**src/rtl/uart_tx_arbiter_if.sv**
```systemverilog
`timescale 1ns/1ps
`default_nettype none
// ============================================================================
//  Module   : uart_tx_arbiter_if
//  Brief    : Requester byte-stream and uart_tx handshake bundle for the
//             uart_tx_arbiter (master = arbiter, slave = requesters/uart_tx).
//  Revision : 1.0  initial release
// ============================================================================
interface uart_tx_arbiter_if #(
    parameter int NUM_REQ = 4
);
    logic [NUM_REQ-1:0]   req_valid;
    logic [8*NUM_REQ-1:0] req_data;
    logic [NUM_REQ-1:0]   req_last;
    logic [NUM_REQ-1:0]   req_ready;
    logic                 tx_send_request;
    logic [7:0]           tx_data;
    logic                 tx_busy;
    logic                 tx_done;

    modport master (
        input  req_valid,
        input  req_data,
        input  req_last,
        output req_ready,
        output tx_send_request,
        output tx_data,
        input  tx_busy,
        input  tx_done
    );

    modport slave (
        output req_valid,
        output req_data,
        output req_last,
        input  req_ready,
        input  tx_send_request,
        input  tx_data,
        output tx_busy,
        output tx_done
    );
endinterface
`default_nettype wire

```
**src/rtl/uart_tx_arbiter.sv**
```systemverilog
`timescale 1ns/1ps
`default_nettype none
// ============================================================================
//  Module   : uart_tx_arbiter
//  Brief    : Packet-granular round-robin sharing of one uart_tx between
//             NUM_REQ byte requesters, with a per-byte tx_done watchdog.
//  Revision : 1.0  initial release
// ============================================================================
module uart_tx_arbiter #(
    parameter int NUM_REQ = 4,
    parameter int WDOG_W  = 16
) (
    input  logic                       clk,
    input  logic                       reset_n,
    uart_tx_arbiter_if.master          bus,
    output logic                       grant_valid,
    output logic [$clog2(NUM_REQ)-1:0] grant_id,
    output logic                       err_timeout
);

    localparam int ID_W = $clog2(NUM_REQ);

    localparam logic [1:0] c_IDLE      = 2'd0;
    localparam logic [1:0] c_ISSUE     = 2'd1;
    localparam logic [1:0] c_WAIT_DONE = 2'd2;

    localparam logic [WDOG_W-1:0] c_WDOG_MAX = '1;
    localparam logic [ID_W-1:0]   c_LAST_ID  = ID_W'(NUM_REQ - 1);

    logic [1:0]        r_state;
    logic [ID_W-1:0]   r_grant_id;
    logic              r_grant_valid;
    logic [ID_W-1:0]   r_rr_ptr;
    logic [WDOG_W-1:0] r_wdog;
    logic              r_err_timeout;
    logic              r_send;
    logic [7:0]        r_tx_data;
    logic              r_last;

    logic              w_any_valid;
    logic [ID_W-1:0]   w_winner;
    logic              w_found;
    logic              w_gnt_valid;
    logic              w_gnt_last;
    logic [7:0]        w_gnt_data;
    logic              w_accept;
    logic [NUM_REQ-1:0] w_ready;
    logic [ID_W-1:0]   w_rr_next;

    assign w_any_valid = |bus.req_valid;

    // First valid requester at or after the round-robin pointer, wrapping.
    always_comb begin : p_winner
        logic [ID_W-1:0] v_idx;
        w_winner = r_rr_ptr;
        w_found  = 1'b0;
        v_idx    = '0;
        for (int k = 0; k < NUM_REQ; k++) begin
            v_idx = ID_W'((int'(r_rr_ptr) + k) % NUM_REQ);
            if (!w_found && bus.req_valid[v_idx]) begin
                w_found  = 1'b1;
                w_winner = v_idx;
            end
        end
    end

    assign w_gnt_valid = bus.req_valid[r_grant_id];
    assign w_gnt_last  = bus.req_last[r_grant_id];
    assign w_gnt_data  = bus.req_data[int'(r_grant_id)*8 +: 8];

    always_comb begin : p_ready
        w_ready = '0;
        if (r_state == c_ISSUE) begin
            w_ready[r_grant_id] = !bus.tx_busy;
        end
    end

    assign w_accept  = (r_state == c_ISSUE) && w_gnt_valid && !bus.tx_busy;
    assign w_rr_next = (r_grant_id == c_LAST_ID) ? '0 : r_grant_id + 1'b1;

    always_ff @(posedge clk) begin : p_fsm
        if (!reset_n) begin
            r_state       <= c_IDLE;
            r_grant_id    <= '0;
            r_grant_valid <= 1'b0;
            r_rr_ptr      <= '0;
            r_wdog        <= '0;
            r_err_timeout <= 1'b0;
            r_send        <= 1'b0;
            r_tx_data     <= 8'h00;
            r_last        <= 1'b0;
        end else begin
            r_send        <= 1'b0;
            r_err_timeout <= 1'b0;
            case (r_state)
                c_IDLE: begin
                    if (w_any_valid) begin
                        r_grant_id    <= w_winner;
                        r_grant_valid <= 1'b1;
                        r_state       <= c_ISSUE;
                    end
                end
                c_ISSUE: begin
                    if (w_accept) begin
                        r_tx_data <= w_gnt_data;
                        r_send    <= 1'b1;
                        r_last    <= w_gnt_last;
                        r_wdog    <= '0;
                        r_state   <= c_WAIT_DONE;
                    end
                end
                c_WAIT_DONE: begin
                    r_wdog <= r_wdog + 1'b1;
                    // tx_done takes priority over a watchdog expiry in the same cycle.
                    if (bus.tx_done) begin
                        if (r_last) begin
                            r_grant_valid <= 1'b0;
                            r_rr_ptr      <= w_rr_next;
                            r_state       <= c_IDLE;
                        end else begin
                            r_state <= c_ISSUE;
                        end
                    end else if (r_wdog == c_WDOG_MAX) begin
                        r_err_timeout <= 1'b1;
                        r_grant_valid <= 1'b0;
                        r_rr_ptr      <= w_rr_next;
                        r_state       <= c_IDLE;
                    end
                end
                default: begin
                    r_state <= c_IDLE;
                end
            endcase
        end
    end

    assign bus.req_ready       = w_ready;
    assign bus.tx_send_request = r_send;
    assign bus.tx_data         = r_tx_data;
    assign grant_valid         = r_grant_valid;
    assign grant_id            = r_grant_id;
    assign err_timeout         = r_err_timeout;

endmodule
`default_nettype wire

```
**src/flat_wrapper.sv**
```systemverilog
// flat-port wrapper written by rule: the top's interface ports become plain ports
module uart_tx_arbiter_flat 
#(
    parameter int NUM_REQ = 4,
    parameter int WDOG_W  = 16
)
  (clk, reset_n, grant_valid, grant_id, err_timeout, bus_req_valid, bus_req_data, bus_req_last, bus_req_ready, bus_tx_send_request, bus_tx_data, bus_tx_busy, bus_tx_done);
  uart_tx_arbiter_if #(.NUM_REQ(NUM_REQ)) bus_i ();
  input  logic clk;
  input  logic reset_n;
  output logic grant_valid;
  output logic [$clog2(NUM_REQ)-1:0] grant_id;
  output logic err_timeout;
  input wire logic [$bits(bus_i.req_valid)-1:0] bus_req_valid;
  input wire logic [$bits(bus_i.req_data)-1:0] bus_req_data;
  input wire logic [$bits(bus_i.req_last)-1:0] bus_req_last;
  output wire logic [$bits(bus_i.req_ready)-1:0] bus_req_ready;
  output wire logic [$bits(bus_i.tx_send_request)-1:0] bus_tx_send_request;
  output wire logic [$bits(bus_i.tx_data)-1:0] bus_tx_data;
  input wire logic [$bits(bus_i.tx_busy)-1:0] bus_tx_busy;
  input wire logic [$bits(bus_i.tx_done)-1:0] bus_tx_done;
  assign bus_i.req_valid = bus_req_valid;
  assign bus_i.req_data = bus_req_data;
  assign bus_i.req_last = bus_req_last;
  assign bus_req_ready = bus_i.req_ready;
  assign bus_tx_send_request = bus_i.tx_send_request;
  assign bus_tx_data = bus_i.tx_data;
  assign bus_i.tx_busy = bus_tx_busy;
  assign bus_i.tx_done = bus_tx_done;
  uart_tx_arbiter #(.NUM_REQ(NUM_REQ), .WDOG_W(WDOG_W)) u_core (.clk(clk), .reset_n(reset_n), .bus(bus_i), .grant_valid(grant_valid), .grant_id(grant_id), .err_timeout(err_timeout));
endmodule
```
**config.mk**
```make
export PLATFORM = sky130hd
export DESIGN_NAME = uart_tx_arbiter_flat
export DESIGN_NICKNAME = d
export VERILOG_FILES = /design/src/rtl/uart_tx_arbiter_if.sv /design/src/rtl/uart_tx_arbiter.sv /design/src/flat_wrapper.sv
export SDC_FILE = /design/constraint.sdc
export NUM_CORES = 1
export LEC_CHECK = 0
export CELL_PAD_IN_SITES_DETAIL_PLACEMENT = 1
export CELL_PAD_IN_SITES_GLOBAL_PLACEMENT = 1
export CORE_ASPECT_RATIO = 0.8
export CORE_MARGIN = 8
export CORE_UTILIZATION = 37
export DETAILED_ROUTE_END_ITERATION = 6
export PLACE_DENSITY_LB_ADDON = 0.2
export SYNTH_ARGS = -nofsm -noshare
export SYNTH_HDL_FRONTEND = slang
export SYNTH_SLANG_ARGS = --single-unit
```
**constraint.sdc**
```tcl
create_clock -name clk -period 5.4 [get_ports clk]
set_clock_uncertainty 0.15 [all_clocks]
set_input_delay 1.08 -clock clk [delete_from_list [all_inputs] [get_ports clk]]
set_output_delay 1.08 -clock clk [all_outputs]
set_load 0.02 [all_outputs]
```
==> results.md, run 1 <==
* Post-synthesis sequential area ratio at 34.15%
* IO buf count at 60
* Die Area at 0.008006 sq mm
* Grt total ovfl at 0
* Pwr per Cell Area at 226.3 mW/mm^2
* Maximum fanout along the worst path at 7
* CTS tree: done
* Setup CP Type: in2out
* Family with the most delay on the worst path: buffers and inverters
* Sw frac at 28.11%
* Drt wl/cell at 17.74 microns
* Status: complete, no violations
* Final GP Congestion at 0.7827
* Final worst slack at 1.476 ns
* # fillers at 635
* Clock power share at 31.8%
* Pint at 0.0004412 W
* WP buf/inv at 2
* Initial antenna violation count at 0
* Setup TNS at 0 ns
* Worst Path Required at 4.17 ns
* Met3 GRT Util at 7.536%
* H-tree depth at 2
* Total power at 0.0006137 W
* Largest net degree at the start of global routing at 27
* # setup viols final at 0
* Comb power frac at 22.7%
* Hold Fails Final Rpt at 0
* Leak at 0.9100 nW
* Core area at 0.005315 sq mm
* CP max stage delay at 0.62 ns
* Post-Route WL at 6208 microns
* CTS Hold Bufs at 0
* Final #Nets at 333
* DP HPWL at 4651 microns
* Final Util at 51.01%
* Maximum clock insertion buffer count at 2
* Relative slew margins at 43.42%
* Switching pwr at 0.0001725 W
* Tot GR Track Use at 16.66%
* Post-layout min period at 3.924 ns
* Share of cells above drive strength 1 at 8.772%
* First-pass GRT wire length at 10760 microns
* Synthesis-stage register bit count at 34
* Commonest non-fill, non-tap cell in the layout: clkdlybuf4s50_1
* Vias at 2007
* Crit. End Element: output pin
* RSZ-0062 raised after global routing: no
* Ant. Diodes at 0
* Cell Rows at 24
* DIE HEIGHT at 81.65 microns
* Primary FF master, synth: dfxtp_1
* Syn Area/Cell at 8.666 sq um
* Worst-Skew Late Latency at 0.28 ns
* GRT met1 Usage at 20.05%
* Max Clk Rate at 254.8 MHz
* GR peak layer: met2
* Critical-path top delay cell: clkdlybuf4s50_1
* Dpl ws at 1.455 ns
* Vias in the first global route at 2222
* PostCTS Resize Cnt at 0
* Clock sinks at 34
* Root Driver: clkbuf_8
* # DRC at 0
* Pins Over Slew Limit at 0
* Sequential power share at 45.5%
* Post-Syn Area at 0.001993 sq mm
* Max cap viols at 0
* CP dominant cell by count: clkdlybuf4s50_1
* Worst Max-Slew Pin Slew at 0.8475 ns
* First drt pass iteration count at 4
* Die span in x at 98.06 microns
* Synth-to-Final Area Change at 36.03%
* Vias per std cell at 5.734
* Number of synthesized flops with an enable pin at 0
* Setup Fix Bufs, Post-CTS at 0
* Final cycle utilization of the critical path at 72.67%
* Met2 Track Usage GR at 26.81%
* IO Count at 61
* Share of synthesized registers carrying an async set or reset at 0%
* Gate Count Post-Synth at 230
* Num CTS Buffers at 5
* Crit path DAT at 2.69 ns
* Detail Route Antenna Nets at 0
* Distinct cell type count of the synthesized netlist at 47
* Clock transition at path regs at 0.07 ns
* Commonest non-fill, non-tap cells in the layout: 60 x clkdlybuf4s50_1, 34 x dfxtp_1, 31 x nand2_1
* Highest ir drop seen on vdd at 0.08402 mV
* Crit path cell chain: clkdlybuf4s50_1 -> nor3b_2 -> and2_1 -> clkdlybuf4s50_1
* Startpoint types: primary input
* Yosys warns at 0
* Worst Hold Class: reg2reg
* Synthesized Nets at 279
* Initial core utilization at 37.50%
* DR iter-0 viols at 82
-- synth_stat cells, types with 2 or more instances --
master,instances,area [sq um]
nand2_1,31,116.4
or3_1,4,25.02
and3_1,4,25.02
nor4_1,3,18.77
o21ai_0,8,40.04
a21oi_1,21,105.1
and4_1,2,17.52
nand3b_1,3,22.52
o31ai_1,2,15.01
o41ai_1,2,17.52
o21a_1,2,15.01
nand4_1,13,81.33
dfxtp_1,34,680.7
buf_2,5,25.02
and2_1,6,37.54
a41oi_1,3,26.28
or4_1,3,22.52
nor3_1,4,20.02
clkbuf_1,7,26.28
ha_1,5,62.56
nand3_1,4,20.02
o2111ai_1,2,17.52
nor2_1,13,48.80
nor2b_1,2,12.51
inv_1,4,15.01
nand2b_1,7,43.79
mux4_2,10,225.2
a31oi_1,7,43.79
-- tightest hold or removal path, cell delays in order, from the launching register on --
cell	delay, ns
dfxtp_1	0.31
nand2_1	0.05
a21oi_1	0.05
-- power by group through the flow --
stage / sequential, W / combinational (W) / clock, W
after floorplan: 0.000283 / 0.0000727 / 0
after global placement: 0.000284 / 0.000138 / 0
after detailed placement: 0.000285 / 0.000140 / 0
after CTS: 0.000279 / 0.000141 / 0.000201
after global routing: 0.000282 / 0.000153 / 0.000214
final: 0.000279 / 0.000139 / 0.000195
-- registers in the layout (all words and copies together), names as in the netlist --
signal	cells
u_core.r_wdog	16
u_core.bus.tx_data	8
u_core.grant_id	2
u_core.r_rr_ptr	2
u_core.r_state	2
u_core.bus.tx_send_request	1
u_core.err_timeout	1
u_core.grant_valid	1
u_core.r_last	1
-- metrics by stage --
stage / hold WS [ns] / area (sq um) / std cells
after CTS: 0.3082 / 2711 / 350
after global routing: 0.3404 / 2711 / 350
final: 0.3030 / 2711 / 350
after detailed placement: 0.2989 / 2616 / 342
after floorplan: 0.2946 / 1993 / 230
after global placement: 0.2913 / 2616 / 342
-- layout make-up --
class | instances | area [sq um] | area share [%]
Sequential cell | 34 | 680.7 | 25.10
Inverter | 5 | 18.77 | 0.6922
Clock buffer | 6 | 82.58 | 3.046
Clock inverter | 2 | 12.51 | 0.4615
Tap cell | 65 | 81.33 | 3.000
Timing Repair Buffer | 62 | 615.6 | 22.70
Multi-Input combinational cell | 176 | 1220 | 44.99
-- kinds of logic after synthesis --
family	Yosys count	share of synthesized area, %
buf+inv	20	4.645
fa+ha+maj	5	3.139
simple gates	105	28.81
compound gates	56	17.95
mux	10	11.30
flops	34	34.15
-- final timing paths --
check        cells past startpoint                    end  slack (ns)             startpoint
max reg2reg                      4       u_core.r_wdog[8]        2.67     u_core.grant_id[0]
min reg2reg                      2  u_core.bus.tx_data[0]        0.30  u_core.bus.tx_data[0]
max                              4       bus_req_ready[1]        1.48            bus_tx_busy
min                              2  u_core.bus.tx_data[0]        0.30  u_core.bus.tx_data[0]
-- metal layers --
metal	wire length, microns	vias up
li1	-	974
met1	2761	951
met2	2679	78
met3	709	4
met4	58	0
met5	0	-
No activity file was read; power rests on OpenSTA's default activity.
==> run 2, diff against run 1 <==
--- a/config.mk
+++ b/config.mk
@@ -9,7 +9,7 @@
 export CELL_PAD_IN_SITES_GLOBAL_PLACEMENT = 1
 export CORE_ASPECT_RATIO = 0.8
 export CORE_MARGIN = 8
-export CORE_UTILIZATION = 37
+export CORE_UTILIZATION = 31
 export DETAILED_ROUTE_END_ITERATION = 6
 export PLACE_DENSITY_LB_ADDON = 0.2
 export SYNTH_ARGS = -nofsm -noshare
==> constraint.sdc (replaced) <==
create_clock -name clk -period 3.2 [get_ports clk]
set_clock_uncertainty 0.15 [all_clocks]
set_input_delay 0.64 -clock clk [delete_from_list [all_inputs] [get_ports clk]]
set_output_delay 0.64 -clock clk [all_outputs]
set_load 0.02 [all_outputs]
==> results.md, run 2 (synthesis gave the netlist of run 1 again) <==
* Status: complete, no violations
* # DRC at 0 (unchanged)
* Vias per std cell at 5.428 (-5.3%)
* Max FFs per register at 16 (unchanged)
* Commonest non-fill, non-tap cells in the layout: 60 x clkdlybuf4s50_1, 34 x dfxtp_1, 31 x nand2_1
* Post-Route WL at 6390 microns (+2.9%)
* Relative slew margins at 43.35% (-0.072 points)
* Maximum fanout along the worst path at 5 (-2)
* CTS tree: done
* Initial core utilization at 31.58% (-5.9 points)
* Vias in the first global route at 2222 (unchanged)
* Crit path DAT at 2.08 ns (-0.61 ns)
* Core area at 0.006311 sq mm (+19%)
* Detail Route Antenna Nets at 0 (unchanged)
* Vias at 2030 (+1.1%)
* Max Clk Rate at 348.0 MHz
* Leak at 0.9359 nW (+2.8%)
* Num CTS Buffers at 5 (unchanged)
* Pins Over Slew Limit at 0 (unchanged)
* Multi-input logic area at 0.001220 sq mm (unchanged)
* Worst Hold Class: reg2reg
* First drt pass iteration count at 4 (unchanged)
* Tot GR Track Use at 14.82% (-1.8 points)
* Reg area at 680.7 sq um (unchanged)
* Setup TNS at 0 ns (unchanged)
* Top register by number of flip-flops: u_core.r_wdog
* Final Util at 43.87% (-7.1 points)
* Pwr per Cell Area at 379.0 mW/mm^2 (+67%)
* DIE HEIGHT at 87.72 microns (+7.4%)
* Final cycle utilization of the critical path at 89.81%
* Post-layout min period at 2.874 ns
* Final GP Congestion at 0.7329 (-6.4%)
* RSZ-0062 raised after global routing: no
* # setup viols final at 0 (unchanged)
* Ant. Diodes at 0 (unchanged)
* First-pass GRT wire length at 11100 microns (+3.1%)
* Worst-Skew Late Latency at 0.29 ns (about the same)
* # fillers at 776 (+22%)
* Drt wl/cell at 17.09 microns (-3.7%)
* Grt total ovfl at 0 (unchanged)
* IO buf count at 60 (unchanged)
* Max cap viols at 0 (unchanged)
* Worst Path Required at 2.41 ns (-1.76 ns)
* Startpoint types: primary input
* WHS at 0.3061 ns (+0.003114 ns)
* Worst Max-Slew Pin Slew at 0.8420 ns (-0.005533 ns)
* Largest net degree at the start of global routing at 18 (-33%)
* Die span in x at 105.7 microns (+7.7%)
* Highest ir drop seen on vdd at 0.1313 mV (+56%)
* Maximum clock insertion buffer count at 2 (unchanged)
* PostCTS Resize Cnt at 0 (unchanged)
* Commonest non-fill, non-tap cell in the layout: clkdlybuf4s50_1
* Synth-to-Final Area Change at 38.92%
* Die Area at 0.009268 sq mm (+16%)
* Clock transition at path regs at 0.07 ns (about the same)
* Setup Fix Bufs, Post-CTS at 0 (unchanged)
* Clock sinks at 34 (unchanged)
* DR iter-0 viols at 79 (-3.7%)
* Crit. End Element: output pin
* IO Count at 61 (unchanged)
* CTS Hold Bufs at 0 (unchanged)
* Final #Nets at 338 (+1.5%)
* Cell Rows at 26 (+8.3%)
* Hold Fails Final Rpt at 0 (unchanged)
* Root Driver: clkbuf_8
* Share of cells above drive strength 1 at 10.00% (+1.2 points)
* Setup CP Type: in2out
* DP HPWL at 4941 microns (+6.2%)
* Initial antenna violation count at 0 (unchanged)
* H-tree depth at 2 (unchanged)
run 2: cell count changes in the layout (fill, tap and decap cells not counted):
cell | before | now
buf_4 | 2 | 7
clkinvlp_4 | 1 | 0
clkbuf_1 | 0 | 1
run 2: power by group:
group	switching (W)	leakage, nW	internal, W
Clock	0.000162	0.0482	0.000174
Combinational	0.000117	0.612	0.000139
Sequential	0.0000180	0.275	0.000439
Total	0.000297	0.936	0.000752
run 2: critical path, stage by stage:
cell	delay, ns
clkdlybuf4s50_1	0.42
nor3b_2	0.26
and2_1	0.16
clkdlybuf4s50_1	0.60
run 2: final timing paths:
path | start | to | slack (ns) | depth (start not counted)
worst min-delay path | u_core.bus.tx_data[5] | u_core.bus.tx_data[5] | 0.31 | 2
worst max-delay path | bus_tx_busy | bus_req_ready[1] | 0.33 | 4
worst min register to register | u_core.bus.tx_data[5] | u_core.bus.tx_data[5] | 0.31 | 2
worst max register to register | u_core.r_wdog[0] | u_core.grant_valid | 1.05 | 5
run 2: per-layer routing:
metal  vias to the layer above  global-route usage [%]  wire length, microns
li1                        984                       -                     -
met2                        65                   22.22                  2687
met5                         -                       0                     0
met1                       973                   18.17                  2969
met3                         8                   7.500                   666
met4                         0                   4.459                    68
run 2: area by class of cell:
class | count | share of cell area (%)
repair buffers | 67 | 23.59
well taps | 84 | 3.796
flip-flops and latches | 34 | 24.58
clock inverters | 1 | 0.1807
inverters | 5 | 0.6778
clock buffers | 7 | 3.118
multi-input cells | 176 | 44.06
run 2: per-stage QoR:
| step | instances | total power, W | worst slack, ns | area (sq um) |
|---|---|---|---|---|
| floorplan | 230 | 0.0006001 | 1.040 | 1993 |
| global placement | 366 | 0.0007234 | 0.3517 | 2678 |
| detailed placement | 366 | 0.0007277 | 0.3002 | 2678 |
| CTS | 374 | 0.001065 | 0.3003 | 2769 |
| global route | 374 | 0.001116 | 0.2082 | 2769 |
| finish | 374 | 0.001049 | 0.3260 | 2769 |
